===== config.mk =====
export PLATFORM = sky130hd
export DESIGN_NAME = exec_ctrl_pipe_flat
export DESIGN_NICKNAME = d
export VERILOG_FILES = /design/src/rtl/exec_ctrl_pipe_if.sv /design/src/rtl/exec_ctrl_pipe.sv /design/src/flat_wrapper.sv
export SDC_FILE = /design/constraint.sdc
export NUM_CORES = 1
export LEC_CHECK = 0
export ABC_AREA = 1
export BUFFER_PORTS_ARGS = -buffer_cell sky130_fd_sc_hd__clkbuf_2
export CAP_MARGIN = 30
export CORE_MARGIN = 10
export CORE_UTILIZATION = 31
export DETAILED_ROUTE_END_ITERATION = 6
export PLACE_DENSITY = 0.58
export SYNTH_ARGS = -nofsm -noshare
export SYNTH_HDL_FRONTEND = slang
export SYNTH_SLANG_ARGS = --single-unit
export TNS_END_PERCENT = 30

===== constraint.sdc =====
create_clock -name clk -period 3.1 [get_ports clk]
set_input_delay 0.465 -clock clk [delete_from_list [all_inputs] [get_ports clk]]
set_output_delay 0.465 -clock clk [all_outputs]
set_load 0.01 [all_outputs]

===== src/rtl/exec_ctrl_pipe_if.sv =====
// -----------------------------------------------------------------------------
// exec_ctrl_pipe_if
// Bundles the control bus between the decode controller, the execute-side
// control pipeline and its consumers (datapath, branch/PC logic, hazard unit).
//
// Signals (direction as seen by the pipeline, i.e. the slave modport):
//   FlushE        in   hazard unit bubble request for the E register
//   PCSrcD .. CondD   in   decode-stage control word
//   ALUFlags      in   {N,Z,C,V} produced by the ALU in E
//   ALUControlE, ALUSrcE, MemtoRegE, BranchTakenE   out  E-stage controls
//   PCSrcM, RegWriteM, MemtoRegM, MemWriteM         out  M-stage controls
//   PCSrcW, RegWriteW, MemtoRegW                    out  W-stage controls
//   FlagsQ        out  current NZCV register
//
// Modports:
//   master - the environment (drives decode controls, observes outputs)
//   slave  - exec_ctrl_pipe itself
// -----------------------------------------------------------------------------
interface exec_ctrl_pipe_if;
  logic       FlushE;
  logic       PCSrcD;
  logic       RegWriteD;
  logic       MemtoRegD;
  logic       MemWriteD;
  logic       BranchD;
  logic [1:0] ALUControlD;
  logic [1:0] ALUSrcD;
  logic [1:0] FlagWriteD;
  logic [3:0] CondD;
  logic [3:0] ALUFlags;

  logic [1:0] ALUControlE;
  logic [1:0] ALUSrcE;
  logic       MemtoRegE;
  logic       BranchTakenE;
  logic       PCSrcM;
  logic       RegWriteM;
  logic       MemtoRegM;
  logic       MemWriteM;
  logic       PCSrcW;
  logic       RegWriteW;
  logic       MemtoRegW;
  logic [3:0] FlagsQ;

  modport master (
    output FlushE, PCSrcD, RegWriteD, MemtoRegD, MemWriteD, BranchD,
           ALUControlD, ALUSrcD, FlagWriteD, CondD, ALUFlags,
    input  ALUControlE, ALUSrcE, MemtoRegE, BranchTakenE,
           PCSrcM, RegWriteM, MemtoRegM, MemWriteM,
           PCSrcW, RegWriteW, MemtoRegW, FlagsQ
  );

  modport slave (
    input  FlushE, PCSrcD, RegWriteD, MemtoRegD, MemWriteD, BranchD,
           ALUControlD, ALUSrcD, FlagWriteD, CondD, ALUFlags,
    output ALUControlE, ALUSrcE, MemtoRegE, BranchTakenE,
           PCSrcM, RegWriteM, MemtoRegM, MemWriteM,
           PCSrcW, RegWriteW, MemtoRegW, FlagsQ
  );
endinterface


===== src/rtl/exec_ctrl_pipe.sv =====
// -----------------------------------------------------------------------------
// exec_ctrl_pipe
// Execute-side control pipeline of the pipelined ARM core. Registers the
// decode control word into E, evaluates the ARM condition field against the
// NZCV register, suppresses side effects of failed instructions and carries
// the surviving controls through the M and W pipeline registers.
//
// Ports:
//   clk    core clock, rising-edge
//   reset  asynchronous active-high clear of E, M, W and NZCV
//   bus    exec_ctrl_pipe_if.slave - decode controls in, staged controls out
// -----------------------------------------------------------------------------
module exec_ctrl_pipe (
  input  logic           clk,
  input  logic           reset,
  exec_ctrl_pipe_if.slave bus
);

  typedef struct packed {
    logic       pc_src;
    logic       reg_write;
    logic       mem_to_reg;
    logic       mem_write;
    logic       branch;
    logic [1:0] alu_control;
    logic [1:0] alu_src;
    logic [1:0] flag_write;
    logic [3:0] cond;
  } ctrl_e_t;

  typedef struct packed {
    logic pc_src;
    logic reg_write;
    logic mem_to_reg;
    logic mem_write;
  } ctrl_m_t;

  typedef struct packed {
    logic pc_src;
    logic reg_write;
    logic mem_to_reg;
  } ctrl_w_t;

  ctrl_e_t    e_q, e_d;
  ctrl_m_t    m_q, m_d;
  ctrl_w_t    w_q, w_d;
  logic [3:0] flags_q, flags_d;

  logic       cond_ex_e;
  logic       flag_n, flag_z, flag_c, flag_v;
  logic [1:0] flag_write_gated;

  // ---------------------------------------------------------------------------
  // Condition evaluation. Always uses the registered flags, so an instruction
  // never sees its own flag update; the next instruction in E does.
  // ---------------------------------------------------------------------------
  assign {flag_n, flag_z, flag_c, flag_v} = flags_q;

  always_comb begin
    cond_ex_e = 1'b0;
    unique case (e_q.cond)
      4'b0000: cond_ex_e = flag_z;
      4'b0001: cond_ex_e = ~flag_z;
      4'b0010: cond_ex_e = flag_c;
      4'b0011: cond_ex_e = ~flag_c;
      4'b0100: cond_ex_e = flag_n;
      4'b0101: cond_ex_e = ~flag_n;
      4'b0110: cond_ex_e = flag_v;
      4'b0111: cond_ex_e = ~flag_v;
      4'b1000: cond_ex_e = flag_c & ~flag_z;
      4'b1001: cond_ex_e = ~flag_c | flag_z;
      4'b1010: cond_ex_e = (flag_n == flag_v);
      4'b1011: cond_ex_e = (flag_n != flag_v);
      4'b1100: cond_ex_e = ~flag_z & (flag_n == flag_v);
      4'b1101: cond_ex_e = flag_z | (flag_n != flag_v);
      4'b1110: cond_ex_e = 1'b1;
      4'b1111: cond_ex_e = 1'b0;
      default: cond_ex_e = 1'b0;
    endcase
  end

  assign flag_write_gated = e_q.flag_write & {2{cond_ex_e}};

  // ---------------------------------------------------------------------------
  // Next-state logic for E, NZCV, M and W.
  // ---------------------------------------------------------------------------
  always_comb begin
    // E register: a flush loads an all-zero bubble; every gated control being
    // zero is what makes the bubble side-effect free.
    e_d = '0;
    if (!bus.FlushE) begin
      e_d.pc_src      = bus.PCSrcD;
      e_d.reg_write   = bus.RegWriteD;
      e_d.mem_to_reg  = bus.MemtoRegD;
      e_d.mem_write   = bus.MemWriteD;
      e_d.branch      = bus.BranchD;
      e_d.alu_control = bus.ALUControlD;
      e_d.alu_src     = bus.ALUSrcD;
      e_d.flag_write  = bus.FlagWriteD;
      e_d.cond        = bus.CondD;
    end

    // NZCV: the two halves are written independently, unwritten bits hold.
    flags_d = flags_q;
    if (flag_write_gated[1]) flags_d[3:2] = bus.ALUFlags[3:2];
    if (flag_write_gated[0]) flags_d[1:0] = bus.ALUFlags[1:0];

    // E->M: side-effecting controls are squashed by a failed condition;
    // MemtoReg is passed through ungated since it only steers the W mux.
    m_d.pc_src     = e_q.pc_src    & cond_ex_e;
    m_d.reg_write  = e_q.reg_write & cond_ex_e;
    m_d.mem_write  = e_q.mem_write & cond_ex_e;
    m_d.mem_to_reg = e_q.mem_to_reg;

    // M->W: straight copy.
    w_d.pc_src     = m_q.pc_src;
    w_d.reg_write  = m_q.reg_write;
    w_d.mem_to_reg = m_q.mem_to_reg;
  end

  // ---------------------------------------------------------------------------
  // State registers. Reset clears immediately, independent of clk.
  // ---------------------------------------------------------------------------
  always_ff @(posedge clk or posedge reset) begin
    if (reset) begin
      e_q     <= '0;
      m_q     <= '0;
      w_q     <= '0;
      flags_q <= 4'b0000;
    end else begin
      e_q     <= e_d;
      m_q     <= m_d;
      w_q     <= w_d;
      flags_q <= flags_d;
    end
  end

  // ---------------------------------------------------------------------------
  // Outputs.
  // ---------------------------------------------------------------------------
  assign bus.ALUControlE  = e_q.alu_control;
  assign bus.ALUSrcE      = e_q.alu_src;
  assign bus.MemtoRegE    = e_q.mem_to_reg;
  assign bus.BranchTakenE = e_q.branch & cond_ex_e;

  assign bus.PCSrcM       = m_q.pc_src;
  assign bus.RegWriteM    = m_q.reg_write;
  assign bus.MemtoRegM    = m_q.mem_to_reg;
  assign bus.MemWriteM    = m_q.mem_write;

  assign bus.PCSrcW       = w_q.pc_src;
  assign bus.RegWriteW    = w_q.reg_write;
  assign bus.MemtoRegW    = w_q.mem_to_reg;

  assign bus.FlagsQ       = flags_q;

endmodule


===== src/flat_wrapper.sv =====
// flat-port wrapper written by rule: the top's interface ports become plain ports
module exec_ctrl_pipe_flat 
  (clk, reset, bus_FlushE, bus_PCSrcD, bus_RegWriteD, bus_MemtoRegD, bus_MemWriteD, bus_BranchD, bus_ALUControlD, bus_ALUSrcD, bus_FlagWriteD, bus_CondD, bus_ALUFlags, bus_ALUControlE, bus_ALUSrcE, bus_MemtoRegE, bus_BranchTakenE, bus_PCSrcM, bus_RegWriteM, bus_MemtoRegM, bus_MemWriteM, bus_PCSrcW, bus_RegWriteW, bus_MemtoRegW, bus_FlagsQ);
  exec_ctrl_pipe_if bus_i ();
  input  logic clk;
  input  logic reset;
  input wire logic [$bits(bus_i.FlushE)-1:0] bus_FlushE;
  input wire logic [$bits(bus_i.PCSrcD)-1:0] bus_PCSrcD;
  input wire logic [$bits(bus_i.RegWriteD)-1:0] bus_RegWriteD;
  input wire logic [$bits(bus_i.MemtoRegD)-1:0] bus_MemtoRegD;
  input wire logic [$bits(bus_i.MemWriteD)-1:0] bus_MemWriteD;
  input wire logic [$bits(bus_i.BranchD)-1:0] bus_BranchD;
  input wire logic [$bits(bus_i.ALUControlD)-1:0] bus_ALUControlD;
  input wire logic [$bits(bus_i.ALUSrcD)-1:0] bus_ALUSrcD;
  input wire logic [$bits(bus_i.FlagWriteD)-1:0] bus_FlagWriteD;
  input wire logic [$bits(bus_i.CondD)-1:0] bus_CondD;
  input wire logic [$bits(bus_i.ALUFlags)-1:0] bus_ALUFlags;
  output wire logic [$bits(bus_i.ALUControlE)-1:0] bus_ALUControlE;
  output wire logic [$bits(bus_i.ALUSrcE)-1:0] bus_ALUSrcE;
  output wire logic [$bits(bus_i.MemtoRegE)-1:0] bus_MemtoRegE;
  output wire logic [$bits(bus_i.BranchTakenE)-1:0] bus_BranchTakenE;
  output wire logic [$bits(bus_i.PCSrcM)-1:0] bus_PCSrcM;
  output wire logic [$bits(bus_i.RegWriteM)-1:0] bus_RegWriteM;
  output wire logic [$bits(bus_i.MemtoRegM)-1:0] bus_MemtoRegM;
  output wire logic [$bits(bus_i.MemWriteM)-1:0] bus_MemWriteM;
  output wire logic [$bits(bus_i.PCSrcW)-1:0] bus_PCSrcW;
  output wire logic [$bits(bus_i.RegWriteW)-1:0] bus_RegWriteW;
  output wire logic [$bits(bus_i.MemtoRegW)-1:0] bus_MemtoRegW;
  output wire logic [$bits(bus_i.FlagsQ)-1:0] bus_FlagsQ;
  assign bus_i.FlushE = bus_FlushE;
  assign bus_i.PCSrcD = bus_PCSrcD;
  assign bus_i.RegWriteD = bus_RegWriteD;
  assign bus_i.MemtoRegD = bus_MemtoRegD;
  assign bus_i.MemWriteD = bus_MemWriteD;
  assign bus_i.BranchD = bus_BranchD;
  assign bus_i.ALUControlD = bus_ALUControlD;
  assign bus_i.ALUSrcD = bus_ALUSrcD;
  assign bus_i.FlagWriteD = bus_FlagWriteD;
  assign bus_i.CondD = bus_CondD;
  assign bus_i.ALUFlags = bus_ALUFlags;
  assign bus_ALUControlE = bus_i.ALUControlE;
  assign bus_ALUSrcE = bus_i.ALUSrcE;
  assign bus_MemtoRegE = bus_i.MemtoRegE;
  assign bus_BranchTakenE = bus_i.BranchTakenE;
  assign bus_PCSrcM = bus_i.PCSrcM;
  assign bus_RegWriteM = bus_i.RegWriteM;
  assign bus_MemtoRegM = bus_i.MemtoRegM;
  assign bus_MemWriteM = bus_i.MemWriteM;
  assign bus_PCSrcW = bus_i.PCSrcW;
  assign bus_RegWriteW = bus_i.RegWriteW;
  assign bus_MemtoRegW = bus_i.MemtoRegW;
  assign bus_FlagsQ = bus_i.FlagsQ;
  exec_ctrl_pipe u_core (.clk(clk), .reset(reset), .bus(bus_i));
endmodule

==> metrics.md <==
| Metric | Value |
|---|---|
| TritonCTS buffer count | 3 |
| Worst ir drop on vdd | 0.0002538 V |
| Hold buffer count at cts | 0 |
| Largest fanout on the critical path | 8 |
| CP Capture Type | primary output |
| Insertion delay of the later-clocked pin in the worst-skew pair | 0.30 ns |
| Count of flip-flops with a built-in enable after synthesis | 0 |
| Pwr Density | 559.9 nW/um2 |
| Switching portion of total power | 33.81% |
| Synth warnings | 0 |
| Gr ovfl total | 0 |
| Synthesized-area fraction occupied by xor and xnor cells | 0% |
| PortBufs | 38 |
| Final worst-path cycle share | 72.87% |
| Share of flip-flops with an asynchronous set or reset | 100.0% |
| Synthesized-area fraction occupied by ao, oa, aoi and oai cells | 2.027% |
| Leakage power summed over all cells | 0.8165 nW |
| Routed Wire Length | 2.326 mm |
| Net switching component of the power | 262.2 uW |
| Area occupied by registers | 650.6 um2 |
| TNS Setup | 0 ns |
| Count of boundary I/O pins | 39 |
| Setup Skew | 0.002493 ns |
| Class of the tightest hold or removal check | input port to flip-flop |
| Global-route wire length before repair | 4.091 mm |
| Classification of the worst setup path | flip-flop to primary output |
| Sequential element share of the synthesized area | 58.56% |
| Worst rel slew slack | 79.67% |
| Critical Path Source Type | flip-flop |
| CTS tree | done |
| Simple-gate portion of the synthesized area | 27.59% |
| GPL Wtd Cong | 0.7789 |
| Count of final max-slew check failures | 0 |
| Setup slack after placement | 1.198 ns |
| Number of endpoints failing setup at the final stage | 0 |
| Diodes inserted | 0 |
| Synthesized-area fraction occupied by adder cells | 0% |
| Core Box Area | 3390 um2 |
| Chain of cells forming the critical path | nor3_1 -> nand2_1 -> nand2_1 -> nand2_1 -> nand3_1 -> nand2_2 -> nand2_4 -> nand2_2 -> nor2_1 -> clkbuf_2 |
| Post-synthesis cell count | 130 |
| Min cycle time layout | 2.259 ns |
| Netlist Area Pre-Place | 1111 um2 |
| Flip-flop and latch count after synthesis | 26 |
| Maximum number of pins on one net before global-route repair | 27 |
| Most frequent standard cell in the layout excluding fill and tap cells | sky130_fd_sc_hd__clkbuf_2 |
| Register-to-register setup slack | 1.63 ns |
| Setup repair after global routing missed its margin | false |
| Number of cells upsized or downsized after cts | 0 |
| # clock sinks | 26 |
| Cell class contributing the biggest share of worst-path delay | simple AND/OR/NAND/NOR gates |
| CTS HTree Levels | 1 |
| Largest family of logic cells by synthesized area | simple AND/OR/NAND/NOR gates |
| Initial Util | 32.78% |
| Antenna viol nets, final | 0 |
| Synthesized area divided by synthesized cell count | 8.547 um2 |
| Slew at the pin with the worst max-slew slack | 0.3049 ns |
| Chip height | 79.87 um |
| Slack of the critical path | 0.8410 ns |
| Final routed wire length divided by cell count | 10.87 um |
| Total die area | 6378 um2 |
| Area delta synth->final | 24.66% |
| Main synth FF type | sky130_fd_sc_hd__dfrtp_1 |
| Count of endpoints failing hold in the final timing report | 0 |
| Number of vias in the routed layout | 913 |
| Portion of total power attributed to sequential cells | 54.0% |
| Data arrival time of the worst path | 1.79 ns |
| Via count of the first global-routing pass | 932 |
| Estimated wirelength of the detail-placed design | 1.898 mm |
| Number of standard-cell rows in the floorplan | 21 |
| Footprint of the multi-input gates | 329.1 um2 |
| Post-CTS setup buffer count | 0 |
| Clock-pin slew of the registers on the worst-case setup and hold paths | 0.12 ns |
| CP max-delay cell | sky130_fd_sc_hd__dfrtp_1 |
| Net count, final | 192 |
| Cell internal power dissipation | 513.3 uW |
| Status | finished clean |
| Number of distinct library cells after synthesis | 19 |
| Fmax | 442.7 MHz |
| Cell seen most often among critical-path stages | sky130_fd_sc_hd__nand2_1 |
| Clock Power Share | 16.9% |
| Tot GR Track Use | 7.934% |
| Final-layout fill cell count | 350 |
| Buffer cell driving the clock tree root | sky130_fd_sc_hd__clkbuf_4 |
| Proportion of layout cells with a drive suffix above 1 | 29.76% |
| Top library cells by usage in the layout, fill and taps aside | sky130_fd_sc_hd__clkbuf_2 (38), sky130_fd_sc_hd__nand2_1 (29), sky130_fd_sc_hd__dfrtp_1 (26), sky130_fd_sc_hd__inv_1 (24), sky130_fd_sc_hd__nor2_1 (23) |
| Total of max-cap violations | 0 |
| Net Count, Synth | 152 |
| Initial antenna violation count | 0 |
| DIE WIDTH | 79.87 um |
| Drt first pass iters | 4 |
| Data required, critical path | 2.63 ns |
| Drt via density | 4.266 |
| CTS max path bufs | 2 |
| Multiplexer area fraction after synthesis | 0% |
| DRC errors left | 0 |
| Max incr delay on CP | 0.47 ns |
| Drt first-iter violations | 38 |
| Comb pwr share | 29.1% |
| CP bufs+invs | 1 |
==> synth_stat cells (2+ instances only) <==
cell type	n	area [um2]
sky130_fd_sc_hd__buf_4	4	30.03
sky130_fd_sc_hd__dfrtp_1	26	650.6
sky130_fd_sc_hd__inv_1	24	90.09
sky130_fd_sc_hd__inv_2	2	7.510
sky130_fd_sc_hd__nand2_1	29	108.9
sky130_fd_sc_hd__nand2_2	2	12.51
sky130_fd_sc_hd__nand3_1	5	25.02
sky130_fd_sc_hd__nand3_2	2	20.02
sky130_fd_sc_hd__nand4_1	4	25.02
sky130_fd_sc_hd__nor2_1	23	86.33
==> metal layers <==
layer,share of wire (%),wire (um),global-route usage (%),vias up
li1,-,-,-,458
met1,38,874,8.596,419
met2,50,1166,12.54,34
met3,12,272,4.392,2
met4,0.47,11,3.345,0
met5,0,0,0,-
==> flip-flops by register name, indices dropped and copies added, names as in the netlist <==
register,flops
u_core.bus.MemtoRegM,1
u_core.bus.MemtoRegW,1
u_core.bus.FlagsQ,4
u_core.bus.MemWriteM,1
u_core.bus.PCSrcW,1
u_core.bus.PCSrcM,1
u_core.bus.RegWriteM,1
u_core.bus.ALUControlE,2
u_core.bus.MemtoRegE,1
u_core.bus.RegWriteW,1
u_core.bus.ALUSrcE,2
u_core.e_q,10
==> cell families after synthesis <==
kind of cell	count (synthesis)
AOI/OAI and AO/OA	4
and+or+nand+nor	69
buffers and inverters	31
DFF	26
==> power groups by stage <==
| stage | Sequential [mW] | Clock [mW] | Combinational [mW] |
|---|---|---|---|
| 2_1_floorplan | 0.431 | 0 | 0.138 |
| 3_3_place_gp | 0.422 | 0 | 0.219 |
| 3_5_place_dp | 0.427 | 0 | 0.223 |
| 4_1_cts | 0.420 | 0.145 | 0.224 |
| 5_1_grt | 0.427 | 0.156 | 0.263 |
| 6_report | 0.419 | 0.131 | 0.226 |
==> worst min-delay path, delay by kind of cell <==
kind,cells,cell delay [ns]
buffers and inverters,2,0.12
and+or+nand+nor,1,0.03
==> through the flow <==
stage / hold slack (ns) / instance area (um2) / utilization, % / total power [mW] / cells
after floorplan: 0.4160 / 1111 / - / 0.5684 / 130
after global placement: 0.3569 / 1325 / 39.09 / 0.6414 / 209
after detailed placement: 0.3623 / 1325 / 39.09 / 0.6498 / 209
after CTS: 0.3029 / 1348 / 39.76 / 0.7881 / 212
after global routing: 0.3025 / 1385 / 40.86 / 0.8453 / 214
final: 0.3228 / 1385 / 40.86 / 0.7755 / 214
==> layout make-up <==
cell class,instances,area share [%]
Sequential cell,26,46.97
Multi-Input combinational cell,73,23.76
Timing Repair Buffer,40,16.44
Inverter,26,7.046
Tap cell,46,4.155
Clock buffer,3,1.626
==> final timing paths <==
kind	depth (start not counted)	from	end
worst max-delay path	10	u_core.e_q[1]	bus_BranchTakenE
worst min-delay path	3	bus_MemtoRegD	u_core.bus.MemtoRegE
worst max register to register	10	u_core.e_q[1]	u_core.bus.FlagsQ[3]
worst min register to register	0	u_core.bus.MemtoRegM	u_core.bus.MemtoRegW
max in group asynchronous	4	reset	u_core.bus.FlagsQ[0]
min in group asynchronous	3	reset	u_core.e_q[10]
(Power assumes the default switching activity.)
